[src/rtl/sar_adc.sv]
// Successive-approximation ADC controller: binary-searches an external comparator/DAC pair MSB first.
// Optional continuous back-to-back conversion when SAR_ADC_CONT_EN is defined.
module sar_adc #(
  parameter int ADC_WIDTH = 8
) (
  input  logic                 clk,
  input  logic                 rst_n,
  input  logic                 cmp,
  input  logic                 start,
  output logic [ADC_WIDTH-1:0] DACF,
  output logic                 eoc,
  output logic                 den,
  output logic [ADC_WIDTH-1:0] Dout
);

  localparam int IW = (ADC_WIDTH > 2) ? $clog2(ADC_WIDTH) : 1;
  localparam logic [IW-1:0]        IDX_TOP  = IW'(ADC_WIDTH - 1);
  localparam logic [IW-1:0]        IDX_ONE  = IW'(1);
  localparam logic [ADC_WIDTH-1:0] MSB_CODE = {1'b1, {(ADC_WIDTH-1){1'b0}}};

  typedef enum logic {
    IDLE,
    CONV
  } state_t;

  state_t               state_q, state_d;
  logic [ADC_WIDTH-1:0] dacf_q, dacf_d;
  logic [ADC_WIDTH-1:0] dout_q, dout_d;
  logic [IW-1:0]        idx_q, idx_d;
  logic                 eoc_q, eoc_d;
  logic                 den_q, den_d;
  logic [ADC_WIDTH-1:0] trial;

  always_comb begin
    state_d = state_q;
    dacf_d  = dacf_q;
    dout_d  = dout_q;
    idx_d   = idx_q;
    eoc_d   = 1'b0;
    den_d   = den_q;
    trial   = dacf_q;
    case (state_q)
      IDLE: begin
        if (start) begin
          state_d = CONV;
          dacf_d  = MSB_CODE;
          idx_d   = IDX_TOP;
          den_d   = 1'b1;
        end
      end
      CONV: begin
        // bit idx_q is currently 1 as a trial; the comparator decides whether it stays
        if (!cmp) trial[idx_q] = 1'b0;
        if (idx_q != '0) begin
          trial[idx_q - IDX_ONE] = 1'b1;
          idx_d  = idx_q - IDX_ONE;
          dacf_d = trial;
        end else begin
          dout_d = trial;
          eoc_d  = 1'b1;
`ifdef SAR_ADC_CONT_EN
          dacf_d = MSB_CODE;
          idx_d  = IDX_TOP;
`else
          dacf_d  = trial;
          den_d   = 1'b0;
          state_d = IDLE;
`endif
        end
      end
      default: state_d = IDLE;
    endcase
  end

  always_ff @(posedge clk or negedge rst_n) begin
    if (!rst_n) begin
      state_q <= IDLE;
      dacf_q  <= '0;
      dout_q  <= '0;
      idx_q   <= '0;
      eoc_q   <= 1'b0;
      den_q   <= 1'b0;
    end else begin
      state_q <= state_d;
      dacf_q  <= dacf_d;
      dout_q  <= dout_d;
      idx_q   <= idx_d;
      eoc_q   <= eoc_d;
      den_q   <= den_d;
    end
  end

  assign DACF = dacf_q;
  assign Dout = dout_q;
  assign eoc  = eoc_q;
  assign den  = den_q;

endmodule

[config.mk]
export PLATFORM = sky130hd
export DESIGN_NAME = sar_adc
export DESIGN_NICKNAME = d
export VERILOG_FILES = /design/src/rtl/sar_adc.sv
export SDC_FILE = /design/constraint.sdc
export NUM_CORES = 1
export LEC_CHECK = 0
export ABC_CLOCK_PERIOD_IN_PS = 2150
export BUFFER_PORTS_ARGS = -buffer_cell sky130_fd_sc_hd__buf_2
export CORE_MARGIN = 4
export CORE_UTILIZATION = 52
export CTS_BUF_LIST = sky130_fd_sc_hd__clkbuf_4 sky130_fd_sc_hd__clkbuf_8 sky130_fd_sc_hd__clkbuf_16
export CTS_CLUSTER_SIZE = 16
export DETAILED_ROUTE_END_ITERATION = 10
export HOLD_SLACK_MARGIN = 0.1
export PLACE_DENSITY = 0.86
export SLEW_MARGIN = 15
export SYNTH_ARGS = -nofsm -noshare
export SYNTH_HDL_FRONTEND = slang
export SYNTH_SLANG_ARGS = --single-unit
export TNS_END_PERCENT = 30
[constraint.sdc]
create_clock -name clk -period 2.15 [get_ports clk]
set_input_delay 0.1075 -clock clk [delete_from_list [all_inputs] [get_ports clk]]
set_output_delay 0.1075 -clock clk [all_outputs]
set_load 0.02 [all_outputs]
* Word-level counts from Yosys, hierarchy flattened
Index checks and enable logic that the tools add are counted.
Storage, ports and cells: output and inout bits 18, register bits after elaboration 22, word-level logic and storage cells 45, input port bits 4
Cells by class: reduce and logical (&&, ||, !) cells 6, $lt $le $gt $ge 4, bitwise operators 5, equal/unequal tests 3, $add $sub $neg 1, multiplexer cells 20
Operators by type and width (number):
- $mux W8 | 4
- $pmux W8 S2 | 1
- $and A8 B8 Y8 | 1
- $lt A3 B4 Y1 const B | 2
- $mux W1 | 8
- $not A8 Y8 | 1
- $or A8 B8 Y8 | 1
- $demux W1 S3 | 2
- $ge A3 B1 Y1 const B | 2
- $mux W3 | 2
- $pmux W3 S2 | 1
- $reduce_and A2 Y1 | 3
- $ne A2 B2 Y1 const B | 2
- $pmux W1 S2 | 2
- $reduce_bool A3 Y1 | 1
- $sub A3 B1 Y3 const B | 1
- $logic_and A1 B1 Y1 | 2
- $ne A2 B1 Y1 const B | 1
- $not A1 Y1 | 2

* Depth between registers and ports, before layout
depth after elaboration 11, gate-level depth with buffers 7, gate-level depth less buffers 5

* Worst setup path after synthesis
Ideal clock, no wire load.
path type register -> register, from reg idx_q[0], to reg dacf_q[3] (netlist: DACF[3]), period minus slack after synthesis 1611 ps, path buffers 2, cell stages (with the launch flop) 7, slack 539 ps, library setup time 86 ps, required time 2064 ps, arrival time 1526 ps, cell sequence dfrtp_1 buf_2 inv_1 ha_1 clkbuf_1 or3_1 a32oi_1
On the way: cells in the longest elaborated chain, start to end 11, elaborated cells on any way between the ends 19, classes of those cells add/sub: 1; order compare: 4; mux: 8; bitwise: 3; reduce/logical: 3
Ends and longest elaborated chain:
- start: declaration | RTL line 29 | logic [IW-1:0] idx_q, idx_d;
- start signal: assignment | RTL line 87 | idx_q <= idx_d;
- branches (longest 9 deep; another with $lt A3 B4 Y1)
- $mux W8 (*) | RTL line 54 | if (idx_q != '0) begin
- $pmux W8 S2 (*) | RTL line 42 | case (state_q)
- end signal: assignment | RTL line 78 | dacf_q <= '0;
- end signal: assignment | RTL line 85 | dacf_q <= dacf_d;
- end: declaration | RTL line 27 | logic [ADC_WIDTH-1:0] dacf_q, dacf_d;
Mark *: on every way between the ends. The select of a mux whose other input is x is not followed. A chain may end at the register's enable or synchronous reset.

* Final worst setup path
from reg idx_q[0], to reg dout_q[4] (netlist: Dout[4])
On the way: cells in the longest elaborated chain, start to end 8, elaborated cells on any way between the ends 12, classes of those cells order compare: 2; mux: 4; bitwise: 3; reduce/logical: 3
Ends and longest elaborated chain:
- $lt A3 B4 Y1 (implied by the code) or $ge A3 B1 Y1 (tied branches) | RTL line 53 | if (!cmp) trial[idx_q] = 1'b0;
- $logic_and A1 B1 Y1 (implied by the code) | RTL line 53
- $mux W1 (implied by the code) | RTL line 53
- $demux W1 S3 | RTL line 53
- $not A8 Y8 (no line)
- $and A8 B8 Y8 (no line)
- $mux W8 | RTL line 53
- $mux W8 | RTL line 42
- end signal: assignment | RTL line 86 | dout_q <= dout_d;
- end: declaration | RTL line 28 | logic [ADC_WIDTH-1:0] dout_q, dout_d;
Several ways; a longest one is shown, not always the timed one. The select of a mux whose other input is x is not followed.

==> flow_metrics.tcl <==
set metrics [dict create \
    status "finished, final reports clean" \
    fin_crit_ns 1.85 \
    r2r_end "Dout[4]" \
    grt_start_max_net_pins 23 \
    cp_max_fo 11 \
    area.growth.synth_to_final_pct 14.6 \
    relSlewSlack_pct 68.0 \
    hp-class "in -> reg" \
    grt_pass1_vias 864 \
    gp_congestion 0.859 \
    finalNetCount 129 \
    drt_iter0_drc 29 \
    vdd_drop_max_mv 1.01 \
    rsz0062_at_grt "false" \
    syn_area_per_cell_um2 10.3 \
    period_share_pct 86.1 \
    synth-warning-count 0 \
    insertion_delay_ns 0.30 \
    tns_ns 0 \
    startpoint_type "flip-flop" \
    final_common_cell "dfrtp_1" \
    overflow 0 \
    fin_skew_ns 0.00314 \
    clock.fmax_mhz 540 \
    wirelength_um 2260 \
    io_buffers 21 \
    criticalPathCategory "reg -> reg" \
    cts_tree "yes" \
    ys_ff_latch 22 \
    dieArea_um2 2770 \
    cts_made_buffers 3 \
    setup_viol 0 \
    instances_no_fill 146 \
    clk_pin_slew_ns 0.11 \
    start_util_pct 57.4 \
    holdPathStages 3 \
    synthCells 100 \
    reg2reg_setup_slack_ns 0.30 \
    ant_nets 0 \
    vias_per_cell 6.02 \
    max-cap-violations 0 \
    grt_use_total_pct 19.0 \
    synth_fp_nets 106 \
    p_leak_nw 0.565 \
    place_inst 141 \
    fp.dieH_um 52.6 \
    antenna_found_initial 0 \
    ioPinCount 22 \
    layout_common_cells "22 x dfrtp_1, 21 x buf_2, 14 x nand2_1" \
    endpoint_kind "flip-flop" \
    cp.arrival_ns 2.05 \
    tightestPinTransition_ns 0.480 \
    power_density_nw_per_um2 1760 \
    diodes 0 \
    hold_start "cmp" \
    cts.sinks 22 \
    yosysUniqueCellTypes 31 \
    grt_pass1_wl_um 3900 \
    crit_required_ns 2.35 \
    coreArea_um2 1800 \
    crit_start "idx_q[0]" \
    hold_viol 0 \
    ys_seq_area_share_pct 53.2 \
    drt_pass1_iterations 4 \
    cts_max_level 1 \
    die_w_um 52.6 \
    drcViolationCount 0 \
    vias 879 \
    dp.final_hpwl_um 1640 \
    drv_slew 0 \
    r2r_cells 4 \
    clock_path_buffers 2 \
    synth_area_um2 1030 \
    post_cts_resized 0 \
    min_to "DACF[6]" \
    root_buffer "clkbuf_4" \
    layout-drive-gt1-share_pct 25.6 \
    reg2reg_from "idx_q[0]" \
    wl_per_cell_um 15.5 \
    rows 15 \
]
==> area by class of cell <==
type	count	area, um2
fillers	154	616
flip-flops and latches	22	551
multi-input cells	66	427
repair buffers	24	133
well taps	25	31.3
clock buffers	3	22.5
inverters	6	22.5
==> report_power, final <==
part	switching, mW	internal [mW]	leakage [nW]	total (mW)
clock network	0.117	0.0654	0.0138	0.182
registers	0.194	0.615	0.262	0.809
logic	0.681	0.412	0.289	1.09
total	0.992	1.09	0.565	2.08
==> cell families (layout without fill, tap and decap cells) <==
kind of cell / Yosys count / in the layout / synth area share [%]
DFF: 22 / 22 / 53.2
adders and majority gates: 2 / 2 / 2.42
and+or+nand+nor: 32 / 32 / 15.7
buffers and inverters: 12 / 33 / 5.56
muxes: 5 / 5 / 5.32
AOI/OAI and AO/OA: 27 / 27 / 17.8
==> sequential cells by signal, indices dropped and copies added (netlist names) <==
signal   flops
DACF         8
Dout         8
idx_q        3
den          1
eoc          1
state_q      1
==> routing by layer <==
metal	global-route usage [%]	share of wire, %	vias to the layer above
met4	7.66	2.0	0
li1	-	-	406
met3	2.85	7.2	7
met5	0	0	-
met2	32.0	49	46
met1	24.2	42	420
==> what timing repair did <==
action / in CTS / in global routing
hold endpoints to repair: 23 / 0
setup buffers: 0 / 0
hold buffers: 2 / 0
==> cells in the mapped netlist <==
library cell  count  share of area [%]
a21oi_1           3                1.5
a32oi_1           2                1.7
and2b_1           1               0.73
buf_2             4                1.9
buf_6             1                1.1
clkbuf_1          1               0.36
dfrtp_1          22                 53
ha_1              2                2.4
inv_1             6                2.2
mux2_2            4                4.4
mux2i_1           1               0.97
nand2_1          14                5.1
nand2b_1          2                1.2
nand3_1           3                1.5
nand3b_1          1               0.73
nand4_1           1               0.60
nor2_1            2               0.73
nor3_1            1               0.48
nor4_1            4                2.4
o211ai_1          3                2.2
o211ai_2          1                1.2
o21a_1            1               0.73
o21ai_0           8                3.9
o21ai_1           2               0.97
o22a_1            1               0.85
o22ai_1           1               0.60
o31ai_1           1               0.73
o32a_1            1               0.97
o32ai_1           3                2.5
or3_1             2                1.2
or3b_4            1                1.1
==> critical path, stage by stage, from the launching register on <==
cell and delay, ns:
dfrtp_1 0.54, inv_1 0.17, ha_1 0.28, nand3b_1 0.36
mux2_2 0.39
==> per-stage QoR <==
step / setup WS [ns] / cell area [um2] / utilization (%) / hold WS, ns / total power, mW
CTS: 0.308 / 1190 / 65.8 / 0.179 / 2.08
detailed placement: 0.328 / 1140 / 63.5 / 0.0935 / 1.90
floorplan: 0.539 / 1030 / - / -0.188 / 1.59
global route: 0.164 / 1190 / 65.8 / 0.205 / 2.25
global placement: 0.418 / 1140 / 63.5 / 0.0787 / 1.85
finish: 0.299 / 1190 / 65.8 / 0.187 / 2.08
==> worst max path at each step <==
stage,slack [ns],endpoint,cells after the start
final,0.30,Dout[4],4
after detailed placement,0.33,Dout[4],4
after floorplan,0.54,DACF[3],6
after global placement,0.42,Dout[5],4
after global routing,0.16,Dout[0],5
after CTS,0.31,Dout[4],4
(Power assumes the default switching activity.)
